[config.mk]
export PLATFORM = sky130hd
export DESIGN_NAME = datapath_mc
export DESIGN_NICKNAME = d
export VERILOG_FILES = /design/src/rtl/datapath_mc.sv
export SDC_FILE = /design/constraint.sdc
export NUM_CORES = 1
export LEC_CHECK = 0
export ABC_AREA = 1
export CAP_MARGIN = 20
export CORE_ASPECT_RATIO = 0.9
export CORE_MARGIN = 2
export CORE_UTILIZATION = 40
export DETAILED_ROUTE_END_ITERATION = 8
export GPL_TIMING_DRIVEN = 1
export PLACE_DENSITY = 0.65
export SKIP_CTS_REPAIR_TIMING = 1
export SYNTH_ARGS = -nofsm -noshare
export SYNTH_HDL_FRONTEND = slang
export SYNTH_SLANG_ARGS = --single-unit
export TNS_END_PERCENT = 5
[constraint.sdc]
create_clock -name clk -period 7.7 [get_ports clk]
set_input_delay 0.77 -clock clk [delete_from_list [all_inputs] [get_ports clk]]
set_output_delay 0.77 -clock clk [all_outputs]
set_load 0.1 [all_outputs]
[src/rtl/datapath_mc.sv]
// Purpose : parametrised microcoded datapath with RF, flagged ALU, shift-add multiplier and in/out handshakes.
// Latency : RF/R_in/z_out/flags update one edge after the micro-op; multiply writes RF WIDTH cycles after start.
// Backpres: stall (combinational) asks the sequencer to hold the micro-op; busy marks an active multiply.
//
// Ports:
//   clk, rst              clock and synchronous active-high reset
//   fld_A, fld_B, fld_C   RF read addresses (operands A/B) and write address
//   ldRF, selR_in         RF write enable; write source (1 = R_in, 0 = ALU result)
//   ldR_in, x_in, x_valid load input register from x_in when x_valid is high
//   ldR_out, z_out,       load output register with ALU result; z_valid marks unconsumed
//   z_valid, z_ack        data, z_ack consumes it
//   alu_op                ALU opcode
//   mul_start             start A*B, low half of the product lands in RF[fld_C]
//   cy, neg, zero, ovf    registered status flags
//   stall, busy           hold request and multiplier-active indication
//
// Optional feature macro: ZERO_REG_EN -- when defined, RF[0] reads as zero and
// every write addressed to it (ALU or multiplier) is dropped.
module datapath_mc #(
  parameter int WIDTH = 8,
  parameter int NREGS = 8,
  localparam int AW = $clog2(NREGS)
) (
  input  logic             clk,
  input  logic             rst,
  input  logic [AW-1:0]    fld_A,
  input  logic [AW-1:0]    fld_B,
  input  logic [AW-1:0]    fld_C,
  input  logic             ldRF,
  input  logic             selR_in,
  input  logic             ldR_in,
  input  logic             ldR_out,
  input  logic [2:0]       alu_op,
  input  logic             mul_start,
  input  logic [WIDTH-1:0] x_in,
  input  logic             x_valid,
  output logic [WIDTH-1:0] z_out,
  output logic             z_valid,
  input  logic             z_ack,
  output logic             cy,
  output logic             neg,
  output logic             zero,
  output logic             ovf,
  output logic             stall,
  output logic             busy
);

  localparam int CW = $clog2(WIDTH);
  localparam logic [CW-1:0] LAST_STEP = CW'(WIDTH - 1);
  // Largest positive signed value, 0111..1: INC overflows exactly here.
  localparam logic [WIDTH-1:0] SMAX = {1'b0, {(WIDTH-1){1'b1}}};

  typedef enum logic [2:0] {
    OP_ADD = 3'b000,
    OP_SUB = 3'b001,
    OP_XOR = 3'b010,
    OP_INC = 3'b011,
    OP_AND = 3'b100,
    OP_OR  = 3'b101,
    OP_SHL = 3'b110,
    OP_SHR = 3'b111
  } alu_op_e;

  // Architectural state
  logic [WIDTH-1:0]   rf_q [NREGS];
  logic [WIDTH-1:0]   rf_d [NREGS];
  logic [WIDTH-1:0]   r_in_q, r_in_d;
  logic [WIDTH-1:0]   z_out_q, z_out_d;
  logic               z_valid_q, z_valid_d;
  logic               cy_q, cy_d;
  logic               neg_q, neg_d;
  logic               zero_q, zero_d;
  logic               ovf_q, ovf_d;

  // Multiplier state
  logic               busy_q, busy_d;
  logic [CW-1:0]      cnt_q, cnt_d;
  logic [AW-1:0]      dest_q, dest_d;
  logic [2*WIDTH-1:0] mcand_q, mcand_d;
  logic [WIDTH-1:0]   mplier_q, mplier_d;
  logic [2*WIDTH-1:0] acc_q, acc_d;

  // Combinational intermediates
  logic [WIDTH-1:0]   opa, opb;
  logic [WIDTH-1:0]   alu_res;
  logic               alu_c, alu_v;
  logic [WIDTH:0]     sum_w;
  logic               in_stall, out_stall, busy_stall;
  logic               flag_upd;
  logic               alu_wr_ok, mul_wr_ok;
  logic [WIDTH-1:0]   wr_data;
  logic [2*WIDTH-1:0] mul_add, mul_acc_nxt;
  logic [WIDTH-1:0]   mul_lo;
  logic               mul_last;

  // ---------------------------------------------------------------------------
  // Register file read ports (combinational; a same-cycle write is not visible)
  // ---------------------------------------------------------------------------
  always_comb begin
    opa = rf_q[fld_A];
    opb = rf_q[fld_B];
`ifdef ZERO_REG_EN
    if (fld_A == '0) opa = '0;
    if (fld_B == '0) opb = '0;
`endif
  end

`ifdef ZERO_REG_EN
  assign alu_wr_ok = (fld_C != '0);
  assign mul_wr_ok = (dest_q != '0);
`else
  assign alu_wr_ok = 1'b1;
  assign mul_wr_ok = 1'b1;
`endif

  // ---------------------------------------------------------------------------
  // ALU
  // ---------------------------------------------------------------------------
  always_comb begin
    alu_res = '0;
    alu_c   = 1'b0;
    alu_v   = 1'b0;
    sum_w   = '0;
    case (alu_op_e'(alu_op))
      OP_ADD: begin
        sum_w   = {1'b0, opa} + {1'b0, opb};
        alu_res = sum_w[WIDTH-1:0];
        alu_c   = sum_w[WIDTH];
        alu_v   = (opa[WIDTH-1] == opb[WIDTH-1]) && (alu_res[WIDTH-1] != opa[WIDTH-1]);
      end
      OP_SUB: begin
        // Bit WIDTH of the extended difference is the borrow (A < B unsigned).
        sum_w   = {1'b0, opa} - {1'b0, opb};
        alu_res = sum_w[WIDTH-1:0];
        alu_c   = sum_w[WIDTH];
        alu_v   = (opa[WIDTH-1] != opb[WIDTH-1]) && (alu_res[WIDTH-1] != opa[WIDTH-1]);
      end
      OP_XOR: alu_res = opa ^ opb;
      OP_INC: begin
        sum_w   = {1'b0, opa} + (WIDTH+1)'(1);
        alu_res = sum_w[WIDTH-1:0];
        alu_c   = sum_w[WIDTH];
        alu_v   = (opa == SMAX);
      end
      OP_AND: alu_res = opa & opb;
      OP_OR:  alu_res = opa | opb;
      OP_SHL: begin
        alu_res = {opa[WIDTH-2:0], 1'b0};
        alu_c   = opa[WIDTH-1];
      end
      OP_SHR: begin
        alu_res = {1'b0, opa[WIDTH-1:1]};
        alu_c   = opa[0];
      end
      default: ;
    endcase
  end

  // ---------------------------------------------------------------------------
  // Stall: any part of the micro-op that cannot finish holds the whole micro-op.
  // While the multiplier runs it owns the RF write port and the flags.
  // ---------------------------------------------------------------------------
  assign in_stall   = ldR_in && !x_valid;
  assign out_stall  = ldR_out && z_valid_q && !z_ack;
  assign busy_stall = busy_q && (ldRF || ldR_out);
  assign stall      = in_stall || out_stall || busy_stall;

  assign flag_upd = (ldRF && !selR_in) || ldR_out;
  assign wr_data  = selR_in ? r_in_q : alu_res;

  // ---------------------------------------------------------------------------
  // Multiplier datapath: multiplicand shifts left, multiplier shifts right, one
  // partial product per busy cycle. The last step's sum is written straight to
  // the RF so the write lands on the edge where busy drops.
  // ---------------------------------------------------------------------------
  assign mul_add     = mplier_q[0] ? mcand_q : '0;
  assign mul_acc_nxt = acc_q + mul_add;
  assign mul_lo      = mul_acc_nxt[WIDTH-1:0];
  assign mul_last    = busy_q && (cnt_q == LAST_STEP);

  // ---------------------------------------------------------------------------
  // Next-state logic
  // ---------------------------------------------------------------------------
  always_comb begin
    rf_d      = rf_q;
    r_in_d    = r_in_q;
    z_out_d   = z_out_q;
    z_valid_d = z_valid_q;
    cy_d      = cy_q;
    neg_d     = neg_q;
    zero_d    = zero_q;
    ovf_d     = ovf_q;
    busy_d    = busy_q;
    cnt_d     = cnt_q;
    dest_d    = dest_q;
    mcand_d   = mcand_q;
    mplier_d  = mplier_q;
    acc_d     = acc_q;

    if (!stall) begin
      if (ldRF && alu_wr_ok) rf_d[fld_C] = wr_data;
      if (ldR_in) r_in_d = x_in;

      if (ldR_out) begin
        z_out_d   = alu_res;
        z_valid_d = 1'b1;
      end else if (z_ack) begin
        z_valid_d = 1'b0;
      end

      if (flag_upd) begin
        cy_d   = alu_c;
        ovf_d  = alu_v;
        neg_d  = alu_res[WIDTH-1];
        zero_d = (alu_res == '0);
      end

      if (mul_start && !busy_q) begin
        busy_d   = 1'b1;
        cnt_d    = '0;
        dest_d   = fld_C;
        mcand_d  = {{WIDTH{1'b0}}, opa};
        mplier_d = opb;
        acc_d    = '0;
      end
    end

    // No ALU write or flag update can coincide with this: busy stalls them.
    if (busy_q) begin
      acc_d    = mul_acc_nxt;
      mcand_d  = {mcand_q[2*WIDTH-2:0], 1'b0};
      mplier_d = {1'b0, mplier_q[WIDTH-1:1]};
      cnt_d    = cnt_q + CW'(1);
      if (mul_last) begin
        if (mul_wr_ok) rf_d[dest_q] = mul_lo;
        cy_d   = |mul_acc_nxt[2*WIDTH-1:WIDTH];
        zero_d = (mul_lo == '0);
        neg_d  = mul_lo[WIDTH-1];
        ovf_d  = 1'b0;
        busy_d = 1'b0;
      end
    end
  end

  // ---------------------------------------------------------------------------
  // State registers
  // ---------------------------------------------------------------------------
  always_ff @(posedge clk) begin
    if (rst) begin
      for (int i = 0; i < NREGS; i++) rf_q[i] <= '0;
      r_in_q    <= '0;
      z_out_q   <= '0;
      z_valid_q <= 1'b0;
      cy_q      <= 1'b0;
      neg_q     <= 1'b0;
      zero_q    <= 1'b0;
      ovf_q     <= 1'b0;
      busy_q    <= 1'b0;
      cnt_q     <= '0;
      dest_q    <= '0;
      mcand_q   <= '0;
      mplier_q  <= '0;
      acc_q     <= '0;
    end else begin
      rf_q      <= rf_d;
      r_in_q    <= r_in_d;
      z_out_q   <= z_out_d;
      z_valid_q <= z_valid_d;
      cy_q      <= cy_d;
      neg_q     <= neg_d;
      zero_q    <= zero_d;
      ovf_q     <= ovf_d;
      busy_q    <= busy_d;
      cnt_q     <= cnt_d;
      dest_q    <= dest_d;
      mcand_q   <= mcand_d;
      mplier_q  <= mplier_d;
      acc_q     <= acc_d;
    end
  end

  assign z_out   = z_out_q;
  assign z_valid = z_valid_q;
  assign cy      = cy_q;
  assign neg     = neg_q;
  assign zero    = zero_q;
  assign ovf     = ovf_q;
  assign busy    = busy_q;

endmodule

# Word-level counts from Yosys, hierarchy flattened
# Cells that the tools add are included.
# Widths: inputs -> output; s select.
# classes
add_sub_neg,5
n_lt_le_gt_ge,6
n_eq_ne,14
n_mux,55
bitwise,8
n_reduce_logical,31
# op_table
cell,count
$mux 64,4
$bwmux 64,2
$mux 16,7
$pmux 8 s8,1
$mux 8,7
$bmux 8 s3,2
$demux 8 s3,2
$mux 1,22
$mux 7,3
$add 16x16->16,1
$ge 4x4->1 const B,4
$logic_not 8->1,2
$not 3->4,4
$eq 3x3->1 const B,5
$logic_and 1x1->1,11
$reduce_and 2->1,5
$add 8x1->9 const B,1
$add 8x8->9,1
$mux 3,3
$sub 8x8->9,1
$and 8x8->8,1
$eq 8x7->1 const B,1
$lt 4x1->1 const B,2
$or 8x8->8,1
16 further kinds,26
# totals
ff_bits,132
inputBits,29
out_inout_bits,15
elab_cells,142

# Depth between registers and ports, before layout
# Gate-level depths: netlist of the first run.
# logic_depth
ltp_word,13
mapped_depth,25
mapped_depth_nobuf,23

# Worst setup path before layout of the first run
# No wires, ideal clock.
# synth_timing
kind,in2reg
from,input fld_B[0]
to,"register zero_q, in the netlist zero"
setup_ns,0.067
arrival_ns,3.557
t_required_ns,7.633
slack_ns,4.076
path_stages,23
path_buffers,2
path_cell_list,buf_2 clkbuf_1 o21ai_0 o21ai_0 inv_1 o21ai_0 ha_1 inv_1 fa_1 xnor2_1 nand2_1 nand3_1 nor2_1 nand2_1 nor2_1 nand2_1 nand2_1 nand2_1 nor2_1 nand2_1 nor2_1 nand3_1 a21oi_2
# synth_via
elab_chain_len,11
word_cells_on_any_way,15
cone_classes,add/sub: 2; mux: 8; bitwise: 4; reduce/logical: 1
# synth_lines
element,line,text
from (decl),27,"input logic [AW-1:0] fld_B,"
$not 3->4 (implied by the code) *,101,opb = rf_q[fld_B];
$bmux 8 s3 *,101,
$mux 8 (implied by the code) * (2 in a row),101,
$sub 8x8->9 (tied with other cells),133,"sum_w = {1'b0, opa} - {1'b0, opb};"
$pmux 8 s8 *,124,case (alu_op_e'(alu_op))
$logic_not 8->1 *,215,zero_d = (alu_res == '0);
$mux 1 *,211,if (flag_upd) begin
$mux 1 *,200,if (!stall) begin
$mux 1,234,if (mul_last) begin
$mux 1 *,229,if (busy_q) begin
to (signal assigned),271,zero_q <= zero_d;
to (decl),72,"logic zero_q, zero_d;"
# Mark *: on every way between the ends. The rest lies on a longest branch, timed or not. The select of a mux whose other input is x is not followed.
# A chain may end at the register's enable or synchronous reset.

# Final worst setup path of the first run
# layout_timing
from,input fld_B[1]
to,register rf_q[21] in the netlist's numbering
# layout_via
elab_chain_len,13
word_cells_on_any_way,17
cone_classes,add/sub: 2; mux: 11; bitwise: 4
# layout_lines
element,line,text
$not 3->4 (implied by the code) *,101,
$bmux 8 s3 *,101,
$mux 8 (implied by the code) * (2 in a row),101,
$sub 8x8->9 (tied with other cells),133,
$pmux 8 s8 *,124,
$mux 8 *,169,assign wr_data = selR_in ? r_in_q : alu_res;
$bwmux 64 *,201,if (ldRF && alu_wr_ok) rf_d[fld_C] = wr_data;
$mux 64 *,201,
$mux 64 *,200,
$bwmux 64,235,if (mul_wr_ok) rf_d[dest_q] = mul_lo;
$mux 64,234,
$mux 64 *,229,
to (signal assigned),265,rf_q <= rf_d;
to (decl),65,logic [WIDTH-1:0] rf_q [NREGS];
# Marks and branches as above.

==> impl_metrics.ini, run 1 <==
[worst_setup_path]
worstRegToRegCells = 17
critPathArrivalTime_ns = 5.47
cp_max_fo = 21
worstSetupPathType = input port to flip-flop
endpoint_kind = flip-flop
start_kind = input port
cp.required_ns = 8.00

[floorplanning]
die_y_um = 149
rows = 53
initial_core_util = 0.404
die_w_um = 165
io_pins = 44
coreArea_um2 = 23100
dieArea_um2 = 24600

[cts]
cts_tree = yes
cts_sinks = 132
clk_pin_slew_worst_paths_ns = 0.06
cts_root_buf = clkbuf_16
htreeDepth = 4
clk_latency_ns = 0.42
cts_buffers = 17
cts_buffer_depth = 2

[synth]
yosysSeqAreaShare = 0.283
yosysUniqueCellTypes = 48
syn-num-nets = 1558
syn_inst = 1483
yosys_warnings = 0
synth.avg_cell_area_um2 = 6.30
syn_area_um2 = 9340
yosys.area.top_type_share = 0.283
synth-main-ff-cell = dfxtp_1
synth_edf_count = 0
synth.area.top_cells = dfxtp_1, nand2_1, a21oi_1, o21ai_0, inv_1
async_reset_ff_frac = 0
synth_top_area_cell = dfxtp_1
ys_seq_elements = 132

[timing]
drv_slew = 0
worst_slew_pin_slew_ns = 1.06
period_needed_ns = 5.17
timing.final.crit_share = 0.671
rsz0062_at_grt = false
setup-violations-final = 0
clock_skew_ns = 0.00588
max_freq_mhz = 193
hold_viol = 0
finalSetupTns_ns = 0
slew_headroom = 0.294

[detailed_routing]
num_vias = 10100
via_per_inst = 5.57
wirelength_um = 32100
ant_nets = 0
drtPass1Iterations = 5
drt_iter0_drc = 1203
routedWlPerCell_um = 17.7
drcViolationCount = 0

[power]
ir_worst_vdd_mv = 0.153
power.density_nw_per_um2 = 192
power.total_mw = 2.03
total_leakage_power_nw = 4.38

[final_layout]
area_growth_pct = 13.4
layout-drive-gt1-share = 0.0683
multi_input_area_um2 = 5750
seqCellArea_um2 = 2640
nets = 1573
diodes = 0
fillers = 2421

[global_routing]
gr-total-overflow = 0
grt_pass1_wl_um = 50400
track_usage = 0.265
antenna_found_initial = 0
grt_start_max_net_pins = 84
first_global_vias = 9076

[job]
max_cap_viol_count = 0

[min_path]
whs_path_depth = 2
min_path_type = flip-flop to flip-flop

[placement]
gp_congestion = 0.963
dp_hpwl_um = 23200
portBuffers = 43

[outcome]
status = complete, no violations
worst max-delay path, cell delays in order:
cell and delay (ns):
clkdlybuf4s50_1 0.95, inv_1 0.39, a21oi_1 0.20, o21ai_0 0.10, nand2_1 0.07, inv_1 0.04, o21ai_0 0.63, inv_1 0.23
ha_1 0.36, nand3_1 0.07, nand2_1 0.19, a21oi_1 0.09, o21ai_0 0.27, xor2_1 0.15, nand2_1 0.12, nand4_1 0.49
nand3_1 0.23, a21oi_1 0.08
per-layer routing:
layer / share of wire / track usage / vias up
met1: 0.47 / 0.404 / 4637
met5: 0 / 0 / -
met4: 0.024 / 0.0809 / 0
met3: 0.092 / 0.0461 / 56
met2: 0.41 / 0.375 / 458
li1: - / - / 4928
Yosys cell counts (2+ instances only):
library cell and number:
xnor2_1 5, or2_2 5, o21ai_0 149, nor3_1 6, o22ai_1 2, dfxtp_1 132
nand3_2 3, o21ai_2 5, nor2_1 74, a31oi_1 17, o21ai_1 7, a21oi_1 236
a21o_1 2, xor2_1 15, fa_1 3, o211ai_1 8, o21bai_1 4, inv_2 8
nor2_2 5, nand4_1 13, a21oi_2 9, buf_8 2, buf_1 5, nand2_2 12
inv_1 172, buf_6 4, nor2_4 8, clkbuf_1 35, ha_1 43, nand2_1 374
nand2_4 2, nand3_1 96, buf_2 7
cell type report:
cell class              instances  share of cell area
inverters                     182              0.0647
clock inverters                10              0.0171
repair buffers                 52              0.0484
multi-input cells            1113               0.542
flip-flops and latches        132               0.250
clock buffers                  20              0.0422
well taps                     302              0.0357
cell usage in the layout, fill, tap and decap left out, types with 13 or more instances in the layout:
cell | Yosys | layout
nand4_1 | 13 | 13
xor2_1 | 15 | 15
nand2_1 | 374 | 374
clkbuf_16 | 0 | 17
a21oi_1 | 236 | 235
dfxtp_1 | 132 | 131
o21ai_0 | 149 | 149
ha_1 | 43 | 43
clkdlybuf4s50_1 | 0 | 42
nor2_1 | 74 | 73
a31oi_1 | 17 | 17
nand3_1 | 96 | 96
inv_1 | 172 | 171
sequential cells by signal, summed over array words and instances (netlist names), 3 cells and up:
register and flops:
acc_q 16, cnt_q 3, dest_q 3, mcand_q 16
mplier_q 8, r_in_q 8, rf_q 64, z_out 8
where the power goes:
| part | switching (mW) | internal, mW | leakage, nW |
|---|---|---|---|
| logic | 0.306 | 0.118 | 3.00 |
| registers | 0.0230 | 0.705 | 1.07 |
| clock network | 0.302 | 0.578 | 0.306 |
| total | 0.631 | 1.40 | 4.38 |
worst paths after layout:
check                  from  slack (ns)   endpoint
hold reg to reg   r_in_q[2]        0.46  r_in_q[2]
setup / recovery   fld_B[1]        2.53   rf_q[21]
hold / removal    r_in_q[2]        0.46  r_in_q[2]
setup reg to reg   rf_q[17]        3.78   rf_q[21]
through the flow:
step / instance area [um2] / instances / hold WS [ns] / worst slack, ns / utilization
4_1_cts: 10600 / 1809 / 0.463 / 2.37 / 0.456
3_5_place_dp: 9930 / 1779 / 0.455 / 1.96 / 0.429
5_1_grt: 10600 / 1811 / 0.480 / 2.18 / 0.458
2_1_floorplan: 9340 / 1483 / 0.429 / 4.08 / -
6_report: 10600 / 1811 / 0.463 / 2.53 / 0.458
3_3_place_gp: 9930 / 1779 / 0.440 / 2.07 / 0.429
cell families (layout without fill, tap and decap cells):
family,count (synthesis),in the layout,share of synthesized area
xor+xnor,20,20,0.0188
simple gates,603,603,0.279
buf+inv,238,264,0.103
flops,132,132,0.283
compound gates,444,444,0.252
fa+ha+maj,46,46,0.0640
No activity file was read; power rests on OpenSTA's default activity.
==> run 2, diff against run 1 <==
==> constraint.sdc (replaced) <==
create_clock -name clk -period 5 [get_ports clk]
set_input_delay 0.5 -clock clk [delete_from_list [all_inputs] [get_ports clk]]
set_output_delay 0.5 -clock clk [all_outputs]
set_load 0.1 [all_outputs]
==> impl_metrics.ini, run 2 (synthesis gave the netlist of run 1 again) <==
[global_routing]
track_usage = 0.260
gr-total-overflow = 0
first_global_vias = 8613
grt_pass1_wl_um = 49100
antenna_found_initial = 0
grt_start_max_net_pins = 84

[floorplanning]
coreArea_um2 = 23100
initial_core_util = 0.404
rows = 53
die_y_um = 149
dieArea_um2 = 24600
die_w_um = 165
io_pins = 44

[worst_setup_path]
cp.required_ns = 5.31
worstSetupPathType = input port to flip-flop
crit_end = rf_q[6]
endpoint_kind = flip-flop
start_kind = input port
startpoint = fld_B[0]
critPathArrivalTime_ns = 4.49
reg2reg_from = rf_q[16]
rrSetupSlack_ns = 1.25
cp_max_fo = 24
r2r_end = rf_q[6]
worstRegToRegCells = 17

[timing]
timing.final.crit_share = 0.836
setup-violations-final = 0
finalSetupTns_ns = 0
rsz0062_at_grt = false
clock_skew_ns = 0.00731
period_needed_ns = 4.18
hold_viol = 0
drv_slew = 0
worst_slew_pin_slew_ns = 1.14
slew_headroom = 0.234
max_freq_mhz = 239

[outcome]
status = complete, no violations

[min_path]
min_path_type = flip-flop to flip-flop

[detailed_routing]
drtPass1Iterations = 6
num_vias = 10100
ant_nets = 0
drcViolationCount = 0
routedWlPerCell_um = 17.6
via_per_inst = 5.54
drt_iter0_drc = 1140
wirelength_um = 32200

[power]
ir_worst_vdd_mv = 0.250
total_leakage_power_nw = 4.39
power.density_nw_per_um2 = 286

[cts]
cts_buffers = 17
cts_root_buf = clkbuf_16
cts_buffer_depth = 2
htreeDepth = 4
cts_tree = yes
cts_sinks = 132
clk_latency_ns = 0.43
clk_pin_slew_worst_paths_ns = 0.06

[final_layout]
largest_register = rf_q
nets = 1582
diodes = 0
area_growth_pct = 13.6
layout_common_cells = nand2_1, a21oi_1, inv_1, o21ai_0, dfxtp_1
reg_top3 = rf_q: 64 flops, acc_q: 16 flops, mcand_q: 16 flops
largest_reg_flops = 64
layout-drive-gt1-share = 0.0757
final_common_cell = nand2_1
final_core_util = 0.459

[job]
max_cap_viol_count = 0

[placement]
gp_congestion = 1.04
dp_hpwl_um = 23200
portBuffers = 43
[run 2: changes by cell type in the layout (fill, tap and decap cells not counted)]
cell | previous run | this run
buf_4 | 7 | 17
clkinv_4 | 1 | 3
clkbuf_1 | 2 | 1
buf_8 | 1 | 0
clkbuf_8 | 1 | 2
clkinvlp_4 | 1 | 4
bufinv_16 | 5 | 2
[run 2: where the power goes]
group	switching, mW	leakage, nW	internal, mW
Combinational	0.476	3.04	0.189
Clock	0.498	0.278	0.759
Sequential	0.0300	1.07	1.09
Total	1.00	4.39	2.03
[run 2: critical path: stages]
cell and delay (ns):
clkdlybuf4s50_1 0.48, clkinv_1 0.48, nor2_1 0.21, o21ai_0 0.11, nand2_1 0.07, o21ai_0 0.29, ha_1 0.37, fa_1 0.48
nand3_1 0.15, nand3_1 0.15, a21oi_1 0.18, o21ai_0 0.14, xor2_1 0.18, nand2_1 0.13, nand4_2 0.32, nand3_1 0.17
a21oi_1 0.08
[run 2: how the worst min path moves through the flow]
stage | to | from | cells after the start | slack [ns]
after detailed placement | r_in_q[3] | r_in_q[3] | 2 | 0.45
final | r_in_q[6] | r_in_q[6] | 2 | 0.46
after global routing | r_in_q[5] | r_in_q[5] | 2 | 0.47
after global placement | r_in_q[3] | r_in_q[3] | 2 | 0.45
after CTS | r_in_q[3] | r_in_q[3] | 2 | 0.46
after floorplan | r_in_q[3] | r_in_q[3] | 2 | 0.43
[run 2: through the flow]
stage	area, um2	instances	power [mW]	setup WS [ns]	hold WS, ns
floorplan	9340	1483	1.58	1.65	0.429
global placement	10000	1789	1.78	0.457	0.446
detailed placement	10000	1789	1.78	0.460	0.448
CTS	10600	1821	3.02	0.891	0.458
global route	10600	1822	3.14	0.526	0.473
finish	10600	1822	3.04	0.819	0.457
[run 2: cell type report]
| class | instances | area, um2 |
|---|---|---|
| clock buffers | 20 | 457 |
| clock inverters | 12 | 131 |
| fillers | 2375 | 12500 |
| inverters | 182 | 686 |
| multi-input cells | 1113 | 5750 |
| flip-flops and latches | 132 | 2640 |
| well taps | 302 | 378 |
| repair buffers | 61 | 573 |
[run 2: routing by layer]
metal / share of wire / wire length (um) / global-route usage
met1: 0.47 / 15200 / 0.405
met2: 0.40 / 12900 / 0.356
met3: 0.10 / 3350 / 0.0436
met4: 0.023 / 735 / 0.0822
met5: 0 / 0 / 0
==> RTL change (config.mk and constraints of run 2) <==
The parameter `NREGS` goes from 8 to 16.
--- a/src/rtl/datapath_mc.sv
+++ b/src/rtl/datapath_mc.sv
@@ -20,3 +20,3 @@
   parameter int WIDTH = 8,
-  parameter int NREGS = 8,
+  parameter int NREGS = 16,
   localparam int AW = $clog2(NREGS)
Interface: changed (resized fld_A, fld_B and fld_C); port bits go from 44 to 47. The function was not compared with the original's and may differ.
==> RTL change against run 2 <==
Synthesized cell count increased by 40%; area after synthesis increased by 44%; maximum frequency decreased by 2.2%; power increased by 34%; sequential cell count increased by 65; via count increased by 46%; global-route usage increased by 3.1 points; setup slack got worse by 0.095 ns; critical path depth unchanged; non-clock buffer count increased by 20; critical path type unchanged; routed wire length increased by 58%; final area increased by 39%.
==> RTL change: results (changes against run 2) <==
outcome=complete, no violations (unchanged); vias per inst=5.90 (was 5.54); Fin Clk Skew=0.0190 ns (was 0.00731 ns); PortBufs=46 (was 43); DRT Wirelength=50.9 mm (was 32.2 mm); Clk Latency, worst-skew pair=0.48 ns (was 0.43 ns); Worst R2R Path Depth=18 (was 17); final RePlAce weighted congestion=0.959 (was 1.04); Net Count, Synth=2155 (was 1558); synth top area cells=dfxtp_1 29%, a21oi_1 13%, nand2_1 12% (was dfxtp_1 28%, nand2_1 15%, a21oi_1 13%); Inserted Diodes=0 (unchanged); Hold Path Stages=2 (unchanged); largest net degree at the start of global routing=83 (was 84); Crit-path slowest cell=buf_2 (was clkdlybuf4s50_1); met2 wire length=21.9 mm (was 12.9 mm); CP top delay family=compound AO/OA/AOI/OAI gates (was simple AND/OR/NAND/NOR gates); Distinct cells, synth=51 (was 48); M1 WL=22.3 mm (was 15.2 mm); Post-synth ARST share=0 (unchanged); fillers=3451 (was 2375); fin nets=2137 (was 1582); Worst Path Max Fanout=39 (was 24); Post-Route Hold Slack=0.462 ns (was 0.457 ns); share of cells above drive strength 1=0.0676 (was 0.0757); DR pass1 iterations=6 (unchanged); reg2reg start=rf_q[114] (was rf_q[16]); Global Route Usage Sum=0.291 (was 0.260); Reg-to-Reg End=rf_q[93] (was rf_q[6]); sequential area share after synthesis=0.294 (was 0.283); placed cell areas=14100 um^2 (was 10000 um^2); Lkg Pwr=5.68 nW (was 4.39 nW); first-pass GRT wire length=78.4 mm (was 49.1 mm); Slowest Stage Delay on Critical Path=0.64 ns (was 0.48 ns); DR WL met3=4.90 mm (was 3.35 mm); Critical Path AT=4.67 ns (was 4.49 ns); vias in the first global route=13599 (was 8613); top flop regs=rf_q (128), acc_q (16), mcand_q (16) (was rf_q (64), acc_q (16), mcand_q (16)); initial drt markers=1897 (was 1140); most instantiated cells after synthesis=438 x nand2_1, 358 x a21oi_1, 229 x inv_1 (was 374 x nand2_1, 236 x a21oi_1, 172 x inv_1); worst-margin pin slew=1.10 ns (was 1.14 ns); Clock transition at path regs=0.09 ns (was 0.06 ns); worst hold path startpoint=r_in_q[7] (was r_in_q[6]); maximum vdd drop=0.000201 V (was 0.000250 V); Reg2Reg Setup Slack=1.08 ns (was 1.25 ns); Sw Share=0.373 (was 0.330); Endpoint, Worst Hold=r_in_q[7] (was r_in_q[6])
[RTL change: changes by cell type in the layout (fill, tap and decap cells not counted), sizes merged, moves of 12 or more]
| cell | delta |
|---|---|
| clkinv | +14 |
| buf | +20 |
| nand2 | +66 |
| o21ai | +34 |
| a21oi | +125 |
| dfxtp | +65 |
| nand3 | +100 |
| o211ai | +23 |
| a221oi | +32 |
| inv | +55 |
| o221ai | +12 |
[RTL change: how the worst max path moves through the flow]
stage,from,end,slack (ns)
2_1_floorplan,fld_B[0],rf_q[117],1.47
3_3_place_gp,fld_B[0],rf_q[69],0.35
3_5_place_dp,fld_B[0],rf_q[29],0.46
4_1_cts,fld_B[0],rf_q[29],0.92
5_1_grt,fld_B[1],rf_q[118],0.54
6_report,fld_B[1],rf_q[93],0.72
[RTL change: cell families after synthesis]
logic type               synth area share
buffers and inverters               0.111
adder cells (fa/ha/maj)            0.0446
AO/OA/AOI/OAI                       0.284
AND/OR/NAND/NOR                     0.253
flip-flops                          0.294
XOR/XNOR                           0.0144
[RTL change: final cells by class]
type	instances	area [um^2]	share of cell area
clock inverters	15	204	0.0138
clock buffers	17	425	0.0288
well taps	422	528	0.0358
flip-flops and latches	197	3940	0.267
multi-input cells	1520	8010	0.543
repair buffers	81	737	0.0499
inverters	242	908	0.0616
[RTL change: per-stage QoR]
step / std cells / setup WS [ns] / power, mW
CTS: 2494 / 0.922 / 4.03
global route: 2494 / 0.537 / 4.19
global placement: 2461 / 0.350 / 2.59
finish: 2494 / 0.724 / 4.06
floorplan: 2077 / 1.47 / 2.30
detailed placement: 2462 / 0.456 / 2.59
[RTL change: per-layer routing]
layer,vias to the layer above,track usage
met3,119,0.0506
met5,-,0
met4,0,0.119
li1,6975,-
met2,780,0.439
met1,6842,0.409
[RTL change: power groups by stage]
stage	logic (mW)	clock network [mW]	registers [mW]
after CTS	0.915	1.48	1.64
after global routing	1.01	1.54	1.64
after global placement	0.911	0	1.67
after detailed placement	0.911	0	1.67
final	0.940	1.48	1.64
after floorplan	0.565	0	1.73
[RTL change: tightest hold or removal path, stage by stage (launching register included)]
cell     delay (ns)
dfxtp_1        0.31
inv_1          0.06
a21oi_1        0.05
